<file path="src/rtl/chk_expect_ram.sv">
// Expected-result table: one synchronous write port, one asynchronous read port.
module chk_expect_ram #(
  parameter int DEPTH = 16,
  parameter int W     = 42,
  parameter int AW    = $clog2(DEPTH)
) (
  input  logic          clk,
  input  logic          we,
  input  logic [AW-1:0] waddr,
  input  logic [W-1:0]  wdata,
  input  logic [AW-1:0] raddr,
  output logic [W-1:0]  rdata
);

  logic [W-1:0] mem [DEPTH];

  always_ff @(posedge clk) begin
    if (we) mem[waddr] <= wdata;
  end

  assign rdata = mem[raddr];

endmodule

</file>
<file path="config.mk">
export PLATFORM = sky130hd
export DESIGN_NAME = chk_expect_ram
export DESIGN_NICKNAME = d
export VERILOG_FILES = /design/src/rtl/chk_expect_ram.sv
export SDC_FILE = /design/constraint.sdc
export NUM_CORES = 1
export LEC_CHECK = 0
export BUFFER_PORTS_ARGS = -buffer_cell sky130_fd_sc_hd__buf_2
export CORE_ASPECT_RATIO = 1.4
export CORE_MARGIN = 1
export CORE_UTILIZATION = 60
export DETAILED_ROUTE_END_ITERATION = 6
export PLACE_DENSITY = 0.87
export REMOVE_ABC_BUFFERS = 1
export SKIP_CTS_REPAIR_TIMING = 1
export SLEW_MARGIN = 15
export SYNTH_ARGS = -nofsm -noshare
export SYNTH_HDL_FRONTEND = slang
export SYNTH_SLANG_ARGS = --single-unit
export TNS_END_PERCENT = 20
</file>
<file path="constraint.sdc">
create_clock -name clk -period 9 [get_ports clk]
set_input_delay 0.45 -clock clk [delete_from_list [all_inputs] [get_ports clk]]
set_output_delay 0.45 -clock clk [all_outputs]
set_load 0.05 [all_outputs]
</file>
### Word level (Yosys, flattened, before mapping)

Memory sizes are Yosys's and may differ from the RTL's.
Index checks and enable logic that the tools add are counted.

* mux-type cells: 2

Operators with widths (number)
* 1-bit two-way mux: 2

* bits in registers: 0
* RAM bits: 672
* input bits: 52
* output and inout bits: 42
* logic and storage cells: 3
* memories: 1

Memories
* mem: depth 16, bits a word 42, read ports 1, clocked after Yosys merged registers in 0, wr ports 1, RTL line 15 `logic [W-1:0] mem [DEPTH];`

### Longest topological paths before layout

* depth after elaboration: 2
* gate-level depth with buffers: 6
* gate-level depth less buffers: 3

### Worst setup path after synthesis

Ideal clock, no wire load.

* path kind: input -> register
* start: input waddr[2]
* end: memory mem[0][0] (enable)
* arrival: 3.839 ns
* required time: 8.506 ns
* setup slack: 4.667 ns
* cell stages on the path: 2
* buffers on the path: 0
* path through: or3b_2 nor3_1

RTL lines
* start: declaration: RTL line 9 `input logic [AW-1:0] waddr,`
* end: declaration: RTL line 15

Straight into the memory's write port.

### Final worst setup path

* start: input raddr[1]
* end: output rdata[8]

* longest elaborated chain between the ends: 1

RTL lines
* start: declaration: RTL line 11 `input logic [AW-1:0] raddr,`
* memory read 16 x 42 bit
* end: declaration: RTL line 12 `output logic [W-1:0] rdata`

No other way between the ends.

==> results.json <==
{
  "syn2layout_area_growth_pct": 11.7,
  "multi_input_area_um2": 4840,
  "tritoncts": "yes",
  "drive_gt1_share_pct": 31.7,
  "rsz0062_at_grt": "no",
  "regArea_um2": 20200,
  "ios": 94,
  "slew_violations": 0,
  "drv_cap": 0,
  "tightest_slew_ps": 1100,
  "hold_class": "in -> reg",
  "p_total_mw": 6.33,
  "grt_pass1_vias": 12900,
  "gp_congestion": 0.705,
  "io_buffers": 93,
  "p_leak_nw": 8.92,
  "fillers": 2312,
  "first_pass_iters": 5,
  "cts_buffer_depth": 3,
  "ys_types": 17,
  "coreArea_um2": 41300,
  "yosysWarnings": 0,
  "cts.sinks": 672,
  "post-route-min-period_ps": 3700,
  "drt-initial-drc-count": 1806,
  "largest_reg_flops": 672,
  "synth-seq-cells": 672,
  "ys_dominant_reg_cell": "edfxtp_1",
  "cts-root-buf": "clkbuf_16",
  "placed_cell_area_um2": 26400,
  "hold_violations": 0,
  "holdWs_ps": 222,
  "htree_num_levels": 2,
  "worstSetupPathType": "in -> out",
  "synth_edf_count": 672,
  "grt-ovfl-total": 0,
  "grt_pass1_wl_um": 85200,
  "setup_violations": 0,
  "final_cell_mix": "edfxtp_1, mux4_2, buf_2, a22oi_1, clkbuf_16",
  "netlist_instances": 1050,
  "grt_antenna_before_repair": 5,
  "powerDensity_nw_per_um2": 225,
  "reg.largest.list": "mem: 672 flops",
  "rows": 88,
  "hpwl_um": 25900,
  "clk_pin_slew_ps": 70,
  "crit_path_start_kind": "primary input",
  "dieArea_um2": 42900,
  "finish.instance_area_um2": 28200,
  "period_share_pct": 41.1,
  "slew_headroom_pct": 26.6,
  "layout_commonest_cell": "edfxtp_1",
  "grt_max_degree": 95,
  "start_util_pct": 61.1,
  "async_flop_share_pct": 0,
  "status": "finished, final reports clean",
  "nets": 1218,
  "worstPathArrival_ps": 3250,
  "cts-buffers-inserted": 56,
  "yosysSeqAreaShare_pct": 80.0,
  "regMostFlops": "mem",
  "wire_per_inst_um": 33.3,
  "cp-end-kind": "output port",
  "synth_area_um2": 25200,
  "path_max_fanout": 94,
  "die_h_um": 245,
  "clock.fmax_ghz": 0.270,
  "vias_per_cell": 6.91,
  "crit_required_ps": 8550,
  "grtUsageTotal_pct": 28.3,
  "fin_setup_tns_ps": 0,
  "vias": 12100,
  "drc": 0,
  "ir_drop_mv": 0.130,
  "antenna_left": 0,
  "finalWirelength_um": 58500,
  "die_width_um": 175,
  "syn_area_per_cell_um2": 24.0
}
where the power goes:
| part | switching [mW] | internal (mW) | leakage, nW |
|---|---|---|---|
| Sequential | 0.0202 | 3.51 | 6.07 |
| Clock | 1.08 | 1.32 | 0.878 |
| Combinational | 0.269 | 0.130 | 1.97 |
final cells by class:
| cell class | instances | area share, % |
|---|---|---|
| sequential | 672 | 71.7 |
| multi-input combinational | 321 | 17.2 |
| clock buffer | 59 | 5.09 |
| tap | 540 | 2.40 |
| timing repair buffer | 115 | 2.34 |
| clock inverter | 43 | 1.28 |
| antenna | 6 | 0.0533 |
routing by layer:
layer / global-route usage (%) / routed length, um
met5: 0 / 0
met4: 15.7 / 2390
met3: 4.91 / 5490
met2: 48.7 / 31000
met1: 33.9 / 19600
per-stage QoR:
stage	util, %	cells	setup WS (ps)
floorplan	-	993	4670
global placement	63.8	1648	5310
detailed placement	63.8	1648	5320
CTS	68.2	1750	5310
global route	68.2	1754	5140
finish	68.2	1756	5300
cells in the mapped netlist (2+ instances only):
cell,number,area [um2]
buf_2,13,65.1
clkbuf_1,27,101
nor2_1,13,48.8
a22oi_1,84,631
nor3_1,4,20.0
mux4_2,168,3780
buf_6,12,135
nor2b_1,2,12.5
buf_4,3,22.5
edfxtp_1,672,20200
nand2b_1,2,12.5
nand3b_1,2,15.0
nand2_1,43,161
buf_1,2,7.51
path summary, 6_finish.rpt:
kind	from	cells after the start	slack, ps	to
worst max-delay path	raddr[1]	6	5300	rdata[8]
worst min-delay path	wdata[28]	1	220	mem[12][28]
cell families (layout without fill, tap and decap cells):
kind of cell           Yosys count  count (layout)  share of synthesized area (%)
AO/OA/AOI/OAI                   84              84                           2.50
flip-flops                     672             672                           80.0
other                            0               6                              0
AND/OR/NAND/NOR                 69              69                           1.15
buffers and inverters           57             217                           1.31
multiplexers                   168             168                           15.0
critical path: stages:
cell	delay [ps]
buf_6	630
buf_4	950
mux4_2	470
a22oi_1	200
nand2_1	160
buf_2	250
Note: power is estimated with default switching activity, not from simulation.
